[src/rtl/dispatch_pkg.sv]
// Shared types for the dispatch controller: data-FSM states, command bytes, load regions.
// Pure declarations; no timing or flow control of its own.
package dispatch_pkg;

    typedef enum logic [2:0] {
        S_IDLE,
        S_DECODE,
        S_WAIT,
        S_LOAD,
        S_CHECK,
        S_INCR,
        S_HASH
    } state_t;

    localparam logic [7:0] CMD_LOAD_ALL = 8'h01;
    localparam logic [7:0] CMD_LOAD_R0  = 8'h02;
    localparam logic [7:0] CMD_LOAD_R1  = 8'h04;
    localparam logic [7:0] CMD_LOAD_R2  = 8'h08;
    localparam logic [7:0] CMD_LOAD_R3  = 8'h10;
    localparam logic [7:0] CMD_LOAD_R4  = 8'h20;
    localparam logic [7:0] CMD_LOAD_R5  = 8'h40;
    localparam logic [7:0] CMD_ABORT    = 8'h80;

    typedef struct packed {
        logic       valid;
        logic [6:0] start_addr;
        logic [6:0] final_addr;
    } region_t;

    function automatic region_t cmd_region(input logic [7:0] cmd);
        region_t r;
        r       = '0;
        r.valid = 1'b1;
        case (cmd)
            CMD_LOAD_ALL: begin r.start_addr = 7'd0;  r.final_addr = 7'd79; end
            CMD_LOAD_R0:  begin r.start_addr = 7'd0;  r.final_addr = 7'd3;  end
            CMD_LOAD_R1:  begin r.start_addr = 7'd4;  r.final_addr = 7'd7;  end
            CMD_LOAD_R2:  begin r.start_addr = 7'd8;  r.final_addr = 7'd11; end
            CMD_LOAD_R3:  begin r.start_addr = 7'd12; r.final_addr = 7'd43; end
            CMD_LOAD_R4:  begin r.start_addr = 7'd44; r.final_addr = 7'd75; end
            CMD_LOAD_R5:  begin r.start_addr = 7'd76; r.final_addr = 7'd79; end
            default:      r.valid = 1'b0;
        endcase
        return r;
    endfunction

    function automatic logic cmd_known(input logic [7:0] cmd);
        case (cmd)
            CMD_LOAD_ALL, CMD_LOAD_R0, CMD_LOAD_R1, CMD_LOAD_R2,
            CMD_LOAD_R3, CMD_LOAD_R4, CMD_LOAD_R5, CMD_ABORT: return 1'b1;
            default: return 1'b0;
        endcase
    endfunction

endpackage

[src/rtl/core_slot.sv]
// Per-core bookkeeping: running flag, completion flag and registered start pulse.
// start_hash follows i_start by one cycle; a done pulse on an idle core is dropped.
module core_slot (
    input  logic clk,
    input  logic rst,
    input  logic i_start,
    input  logic i_done,
    input  logic i_clear,
    output logic o_running,
    output logic o_done,
    output logic o_start_hash
);

    logic r_running;
    logic r_done;
    logic r_start_hash;

    always_ff @(posedge clk) begin
        if (rst) begin
            r_running    <= 1'b0;
            r_done       <= 1'b0;
            r_start_hash <= 1'b0;
        end else begin
            r_start_hash <= i_start;
            if (i_start) begin
                r_running <= 1'b1;
            end else if (i_done) begin
                r_running <= 1'b0;
            end
            // A fresh completion wins over clearing the one being reported.
            if (i_done && r_running) begin
                r_done <= 1'b1;
            end else if (i_clear) begin
                r_done <= 1'b0;
            end
        end
    end

    assign o_running    = r_running;
    assign o_done       = r_done;
    assign o_start_hash = r_start_hash;

endmodule

[src/rtl/main_dispatch_ctrl.sv]
// Loads command-selected address regions into block memory, then queues hash requests onto idle cores.
// start_hash one cycle after HASH when a core is idle; overflowing requests are dropped with cmd_error.
module main_dispatch_ctrl
    import dispatch_pkg::*;
#(
    parameter  int ADDR_W    = 7,
    parameter  int NUM_CORES = 2,
    parameter  int CMD_W     = 8,
    localparam int NC_W      = (NUM_CORES > 1) ? $clog2(NUM_CORES) : 1
) (
    input  logic                 clk,
    input  logic                 rst,
    input  logic                 rx_notify,
    input  logic [CMD_W-1:0]     rx_command,
    input  logic [NUM_CORES-1:0] hash_done,
    output logic [ADDR_W-1:0]    address,
    output logic                 load,
    output logic [NUM_CORES-1:0] start_hash,
    output logic                 nonce_ready,
    output logic [NC_W-1:0]      nonce_core,
    output logic                 cmd_error,
    output logic                 busy
);

    localparam int PEND_W = $clog2(NUM_CORES + 1);

    state_t              r_state;
    logic [CMD_W-1:0]    r_cmd;
    logic [ADDR_W-1:0]   r_address;
    logic [ADDR_W-1:0]   r_final_addr;
    logic                r_load;
    logic                r_cmd_error;
    logic [PEND_W-1:0]   r_pending;

    logic [7:0]          w_rx8;
    logic [7:0]          w_cmd8;
    logic                w_rx_ok;
    logic                w_cmd_fits;
    region_t             w_region;
    logic                w_abort;
    logic                w_full;
    logic                w_accept;
    logic                w_dispatch;
    logic [NUM_CORES-1:0] w_running;
    logic [NUM_CORES-1:0] w_done;
    logic [NUM_CORES-1:0] w_first_idle;
    logic [NUM_CORES-1:0] w_first_done;
    logic [NUM_CORES-1:0] w_start_sel;
    logic [NC_W-1:0]      w_nonce_idx;

    // Commands wider than a byte are only recognised when the upper bits are zero.
    assign w_rx8      = 8'(rx_command);
    assign w_cmd8     = 8'(r_cmd);
    assign w_rx_ok    = (rx_command == CMD_W'(w_rx8)) && cmd_known(w_rx8);
    assign w_cmd_fits = (r_cmd == CMD_W'(w_cmd8));
    assign w_region   = cmd_region(w_cmd8);

    assign w_abort    = (r_state == S_DECODE) && w_cmd_fits && (w_cmd8 == CMD_ABORT);
    assign w_full     = (r_pending == PEND_W'(NUM_CORES));
    assign w_accept   = (r_state == S_HASH) && !w_full;
    assign w_dispatch = ((r_pending != '0) || w_accept) && (|(~w_running)) && !w_abort;

    always_ff @(posedge clk) begin
        if (rst) begin
            r_state      <= S_IDLE;
            r_cmd        <= '0;
            r_address    <= '0;
            r_final_addr <= '0;
            r_load       <= 1'b0;
            r_cmd_error  <= 1'b0;
        end else begin
            r_load      <= 1'b0;
            r_cmd_error <= 1'b0;
            case (r_state)
                S_IDLE: begin
                    if (rx_notify) begin
                        r_cmd       <= rx_command;
                        r_cmd_error <= !w_rx_ok;
                        r_state     <= S_DECODE;
                    end
                end
                S_DECODE: begin
                    if (w_cmd_fits && w_region.valid) begin
                        r_address    <= ADDR_W'(w_region.start_addr);
                        r_final_addr <= ADDR_W'(w_region.final_addr);
                        r_state      <= S_WAIT;
                    end else begin
                        r_state <= S_IDLE;
                    end
                end
                S_WAIT: begin
                    if (rx_notify) begin
                        r_load  <= 1'b1;
                        r_state <= S_LOAD;
                    end
                end
                S_LOAD:  r_state <= S_CHECK;
                S_CHECK: r_state <= (r_address == r_final_addr) ? S_HASH : S_INCR;
                S_INCR: begin
                    r_address <= r_address + ADDR_W'(1);
                    r_state   <= S_WAIT;
                end
                S_HASH: begin
                    r_cmd_error <= w_full;
                    r_state     <= S_IDLE;
                end
                default: r_state <= S_IDLE;
            endcase
        end
    end

    always_ff @(posedge clk) begin
        if (rst || w_abort) begin
            r_pending <= '0;
        end else if (w_accept && !w_dispatch) begin
            r_pending <= r_pending + PEND_W'(1);
        end else if (!w_accept && w_dispatch) begin
            r_pending <= r_pending - PEND_W'(1);
        end
    end

    always_comb begin
        w_first_idle = '0;
        w_first_done = '0;
        w_nonce_idx  = '0;
        for (int i = NUM_CORES - 1; i >= 0; i--) begin
            if (!w_running[i]) begin
                w_first_idle = NUM_CORES'(1) << i;
            end
            if (w_done[i]) begin
                w_first_done = NUM_CORES'(1) << i;
                w_nonce_idx  = NC_W'(i);
            end
        end
    end

    assign w_start_sel = w_dispatch ? w_first_idle : '0;

    for (genvar g = 0; g < NUM_CORES; g++) begin : g_core
        core_slot u_slot (
            .clk          (clk),
            .rst          (rst),
            .i_start      (w_start_sel[g]),
            .i_done       (hash_done[g]),
            .i_clear      (w_first_done[g]),
            .o_running    (w_running[g]),
            .o_done       (w_done[g]),
            .o_start_hash (start_hash[g])
        );
    end

    assign address     = r_address;
    assign load        = r_load;
    assign cmd_error   = r_cmd_error;
    assign nonce_ready = |w_done;
    assign nonce_core  = w_nonce_idx;
    assign busy        = (|w_running) || (r_pending != '0);

endmodule

[config.mk]
export PLATFORM = sky130hd
export DESIGN_NAME = main_dispatch_ctrl
export DESIGN_NICKNAME = d
export VERILOG_FILES = /design/src/rtl/dispatch_pkg.sv /design/src/rtl/core_slot.sv /design/src/rtl/main_dispatch_ctrl.sv
export SDC_FILE = /design/constraint.sdc
export NUM_CORES = 1
export LEC_CHECK = 0
export BUFFER_PORTS_ARGS = -buffer_cell sky130_fd_sc_hd__buf_4
export CAP_MARGIN = 10
export CORE_ASPECT_RATIO = 2
export CORE_UTILIZATION = 40
export DETAILED_ROUTE_END_ITERATION = 10
export PLACE_DENSITY = 0.71
export SYNTH_ARGS = -nofsm -noshare
export SYNTH_HDL_FRONTEND = slang
export SYNTH_SLANG_ARGS = --single-unit
[constraint.sdc]
create_clock -name clk -period 2.3 [get_ports clk]
set_input_delay 0.115 -clock clk [delete_from_list [all_inputs] [get_ports clk]]
set_output_delay 0.115 -clock clk [all_outputs]
set_load 0.02 [all_outputs]
; ---- Yosys cells after proc, flatten, opt, wreduce, memory -nomap -nowiden
; Cells that the tools add are included.
[op_classes]
add_sub_neg = 3
n_eq_ne = 27
muxes = 30
n_bitwise = 2
reduce_logical = 34
[op_table]
columns = op, count
row1 = 14-bit case mux with 7 select lines, 1
row2 = 2-bit two-way mux, 9
row3 = 3-bit case mux with 6 select lines, 1
row4 = "8-bit by 1-bit == test with 1-bit output, second input constant", 2
row5 = "8-bit by 2-bit == test with 1-bit output, second input constant", 2
row6 = "8-bit by 3-bit == test with 1-bit output, second input constant", 2
row7 = "8-bit by 4-bit == test with 1-bit output, second input constant", 2
row8 = "8-bit by 5-bit == test with 1-bit output, second input constant", 2
row9 = "8-bit by 6-bit == test with 1-bit output, second input constant", 2
row10 = "8-bit by 7-bit == test with 1-bit output, second input constant", 2
row11 = "8-bit == test, second input constant", 2
row12 = 1-bit two-way mux, 14
row13 = 7-bit case mux with 2 select lines, 1
row14 = 2-bit nonzero test, 7
row15 = "3-bit == test, second input constant", 3
row16 = 1-bit logical AND, 8
row17 = 2-bit AND reduction, 4
row18 = 2-bit OR reduction, 4
row19 = 8-bit OR reduction, 1
row20 = "7-bit by 1-bit adder with 7-bit output, second input constant", 1
row21 = 7-bit == test, 1
row22 = 7-bit two-way mux, 1
row23 = 7-bit OR reduction, 1
row24 = "3-bit by 2-bit == test with 1-bit output, second input constant", 2
row25 = other kinds (12), 21
[word_totals]
reg_bits = 35
inputBits = 13
word_cells = 109

; ---- Longest topological paths before layout
[depth]
word_depth = 9
depth_mapped = 10
mapped_depth_nobuf = 9

; ---- Hierarchy
; Synthesis repeated with hierarchy kept, for this count alone.
[hier_totals]
hier_cells = 238
hier_area_um2 = 1929.4
[by_module_without_submodules]
columns = module, n_inst, cells_each, area_each_um2
row1 = main_dispatch_ctrl, 1, 218, 1734.2
row2 = core_slot, 2, 10, 97.6

; ---- Least setup slack after synthesis
; No wires, ideal clock.
[synth_path]
kind = register to register
from = register r_cmd[2]
to = register r_pending[1]
setup_time_ps = 143
t_arrival_ps = 2122
t_required_ps = 2157
setup_slack_ps = 34
stages_incl_launch_ff = 10
path_buffers = 1
path_cell_list = dfxtp_1 clkbuf_1 or3b_2 nor4_1 a21o_1 a21o_1 ha_1 nor2_1 xnor2_1 nor3_1
[synth_via]
elab_chain_len = 7
[synth_lines]
columns = item, line
row1 = from (decl), main_dispatch_ctrl.sv:28  ; logic [CMD_W-1:0] r_cmd;
row2 = from (signal assigned), main_dispatch_ctrl.sv:77  ; r_cmd <= rx_command;
row3 = 8-bit == test *, main_dispatch_ctrl.sv:58  ; assign w_abort = (r_state == S_DECODE) && w_cmd_fits && (w_cmd8 == CMD_ABORT);
row4 = 1-bit logical AND *, main_dispatch_ctrl.sv:58
row5 = 1-bit logical NOT, main_dispatch_ctrl.sv:61  ; assign w_dispatch = ((r_pending != '0) || w_accept) && (|(~w_running)) && !w_abort;
row6 = 1-bit logical AND, main_dispatch_ctrl.sv:61
row7 = 1-bit logical NOT, main_dispatch_ctrl.sv:115  ; end else if (w_accept && !w_dispatch) begin
row8 = 1-bit logical AND, main_dispatch_ctrl.sv:115
row9 = 2-bit two-way mux or 2-bit nonzero test (tied branches), n/a
row10 = to (signal assigned), main_dispatch_ctrl.sv:116  ; r_pending <= r_pending + PEND_W'(1);
row11 = to (signal assigned), main_dispatch_ctrl.sv:118  ; r_pending <= r_pending - PEND_W'(1);
row12 = to (decl), main_dispatch_ctrl.sv:33  ; logic [PEND_W-1:0] r_pending;
; Mark *: on every way between the ends. The rest lies on a longest branch, timed or not.
; A chain may end at the register's enable or synchronous reset.

; ---- Worst setup path in the final report
[layout_path]
from = register r_cmd[5]
to = register r_pending[1]
; Same word-level chain as after synthesis.

==> results.toml <==
[synthesis]
ys_ff_latch = 33
yosysSeqAreaShare_pct = 35.2
syn_inst = 232
synthMuxAreaShare_pct = 2.27
synth_area_leaders = "dfxtp_1 35%, nand2_1 6.4%, nor2_1 5.0%"
ys.warnings.count = 0
ys_types = 53
synth_fp_nets = 247
async_reset_ff_share_pct = 0
synth_simple_gate_area_share_pct = 29.2
synth_top_area_cell = "dfxtp_1"
synth-compound-area-share_pct = 20.9
synthAdderAreaFrac_pct = 1.33
yosysTopAreaCellShare_pct = 35.2
synth_area_per_cell_um2 = 8.08
synthXorXnorAreaFrac_pct = 5.60
synth_area_um2 = 1880
synth_flop_cell = "dfxtp_1"
synth_edf_count = 0
synth_top_family_by_area = "simple AND/OR/NAND/NOR gates"

[clock_network]
clock-sinks = 33
htreeDepth = 2
cts_made_buffers = 5
clockBufferDepth = 2
insertion_delay_ns = 0.29
cts_hold_buf = 0
clkTransAtPathRegs_ns = 0.07
cts_root_buf = "clkbuf_8"
cts_tree = "built"
postCtsSetupBuffers = 0

[critical_path]
rr_endpoint = "r_pending[1]"
crit_path_end_kind = "flip-flop"
cp_num_cells = 9
crit_required_ns = 2.47
worstSetupStartpointType = "flip-flop"
startpoint = "r_cmd[5]"
crit_path_end = "r_pending[1]"
max_stage_delay_ns = 0.41
critPathMaxFanout = 7
regToRegStartpoint = "r_cmd[5]"
path_class = "reg2reg"
path_cells = "or3_1 > nor4_2 > buf_4 > a21o_1 > a21o_1 > ha_1 > nor2_1 > xnor2_1 > nor3_1"
path_buf_inv = 1
cp_top_family = "simple AND/OR/NAND/NOR gates"
crit_slowest_cell = "or3_1"
r2r_setup_slack_ns = 0.18
arrival_ns = 2.29
cp_common_cell = "a21o_1"
r2r_cells = 9

[global_routing]
grtUsageTotal_pct = 19.8
grt_pass1_wl_um = 7560
grt_max_degree = 32
gr-total-overflow = 0
antenna_found_initial = 0
grt_pass1_vias = 1708

[cells_and_area]
final_nets = 275
layout_common_cells = "34 x buf_4, 33 x dfxtp_1, 32 x nand2_1, 25 x nor2_1, 16 x a21oi_1"
synthToLayoutAreaGrowth_pct = 18.9
fill_cells = 453
utilization_pct = 50.4
final_common_cell = "buf_4"
drive_gt1_share_pct = 21.8
finalInstanceArea_um2 = 2230
diodes = 0

[power_and_ir_drop]
cell_internal_pwr_mw = 1.14
ir_worst_vdd_mv = 0.679
cellPowerDensity_nw_per_um2 = 764
power.switching_mw = 0.560
p_clk_share_pct = 28.2
p_leak_nw = 0.887
p_seq_share_pct = 40.8
power_frac_comb_pct = 31.0
netSwitchingFraction_pct = 32.9

[timing]
max_freq_mhz = 471
relSlewSlack_pct = 60.3
finalSetupViolCount = 0
finClkSkew_ns = 0.00468
tightestPinTransition_ns = 0.596
period_share_pct = 92.3
fin_crit_ns = 2.12
rsz0062_at_grt = "no"
fin_setup_tns_ns = 0
maxSlewViolCount = 0
finalHoldViolCount = 0

[floorplanning]
die-area_um2 = 4980
fp.coreArea_um2 = 4420
die_w_um = 50.4
io_pins = 27
die_h_um = 98.8
start_util_pct = 42.4
rows = 34

[drt]
viasPerCell = 5.50
drt-total-wl_um = 4360
via_count = 1732
wl_per_cell_um = 13.8
antenna_left = 0
drc = 0
drt_pass1_iterations = 4
drt-initial-drc-count = 40

[placement]
placed_cell_area_um2 = 2120
io_buffer_count = 26
hpwl_um = 3310
gp_congestion = 0.896

[run_status]
status = "complete, no violations"

[min_path]
hp-class = "in2reg"

[flow_run]
max_cap_viol_count = 0
## what timing repair did
item	4_1_cts	5_1_grt
endpoints found under the hold margin	0	0
resized for setup	0	1
setup endpoints to repair	0	1
## final cells by class
class,count,area (um^2),share of cell area [%]
multi-input cells,179,1120,50.2
flip-flops and latches,33,661,29.6
repair buffers,34,255,11.4
clock buffers,7,96.3,4.32
well taps,54,67.6,3.03
inverters,7,26.3,1.18
clock inverters,1,5.00,0.224
## power groups by stage
stage          registers [mW]  clock network (mW)  logic [mW]
2_1_floorplan           0.693                   0       0.398
3_3_place_gp            0.703                   0       0.520
3_5_place_dp            0.706                   0       0.529
4_1_cts                 0.694               0.491       0.531
5_1_grt                 0.704               0.509       0.590
6_report                0.695               0.481       0.529
## kinds of logic (layout without fill, tap and decap cells)
group                    count (synthesis)  count (layout)
AO/OA/AOI/OAI                           52              52
XOR/XNOR                                12              12
adder cells (fa/ha/maj)                  2               2
buffers and inverters                   20              49
flip-flops                              33              33
multiplexers                             4               4
AND/OR/NAND/NOR                        109             109
## layer usage
layer | global-route usage, % | vias up | wire length (um)
met1 | 20.1 | 794 | 1660
li1 | - | 887 | -
met2 | 35.1 | 39 | 2420
met5 | 0 | - | 0
met3 | 4.17 | 12 | 132
met4 | 12.8 | 0 | 140
## flip-flops by register name (all words and copies together) (netlist names)
| signal | flops |
|---|---|
| r_cmd | 8 |
| address | 7 |
| r_final_addr | 5 |
| r_state | 3 |
| g_core.u_slot.o_done | 2 |
| g_core.u_slot.o_running | 2 |
| g_core.u_slot.o_start_hash | 2 |
| r_pending | 2 |
| cmd_error | 1 |
| load | 1 |
## stage by stage
step / setup slack (ns) / hold slack [ns] / power [mW] / cells
2_1_floorplan: 0.0344 / 0.251 / 1.09 / 232
5_1_grt: 0.00113 / 0.0677 / 1.80 / 315
3_5_place_dp: 0.120 / 0.365 / 1.23 / 307
6_report: 0.177 / 0.0639 / 1.71 / 315
4_1_cts: 0.105 / 0.0574 / 1.72 / 315
3_3_place_gp: 0.201 / 0.357 / 1.22 / 307
## synthesized netlist by cell type (2+ instances only)
library cell  instances
a211oi_1              3
a21o_1                2
a21oi_1              16
a31oi_1               4
and3_1                3
buf_2                 2
buf_4                 2
buf_6                 2
clkbuf_1              5
dfxtp_1              33
ha_1                  2
inv_1                 7
mux2_2                2
mux2i_1               2
nand2_1              32
nand2b_1              2
nand3_1               5
nand3b_1              5
nand4_1               2
nor2_1               25
nor2b_1               4
nor3_1               11
nor3b_1               2
nor4_1                5
nor4b_1               3
o211ai_1              4
o21a_1                3
o21ai_0               2
o221a_2               2
o31ai_1               2
or2_2                 4
or3_1                 3
xnor2_1               4
xor2_1                8
## how the worst min path moves through the flow
stage,from,endpoint,cells past startpoint
after global routing,hash_done[0],g_core[0].u_slot.o_done,2
after CTS,hash_done[0],g_core[0].u_slot.o_done,2
final,hash_done[0],g_core[0].u_slot.o_done,2
after global placement,hash_done[1],g_core[1].u_slot.o_done,3
after floorplan,rx_command[7],r_cmd[7],2
after detailed placement,hash_done[0],g_core[0].u_slot.o_done,2
Power figures use the tool's default switching activity.
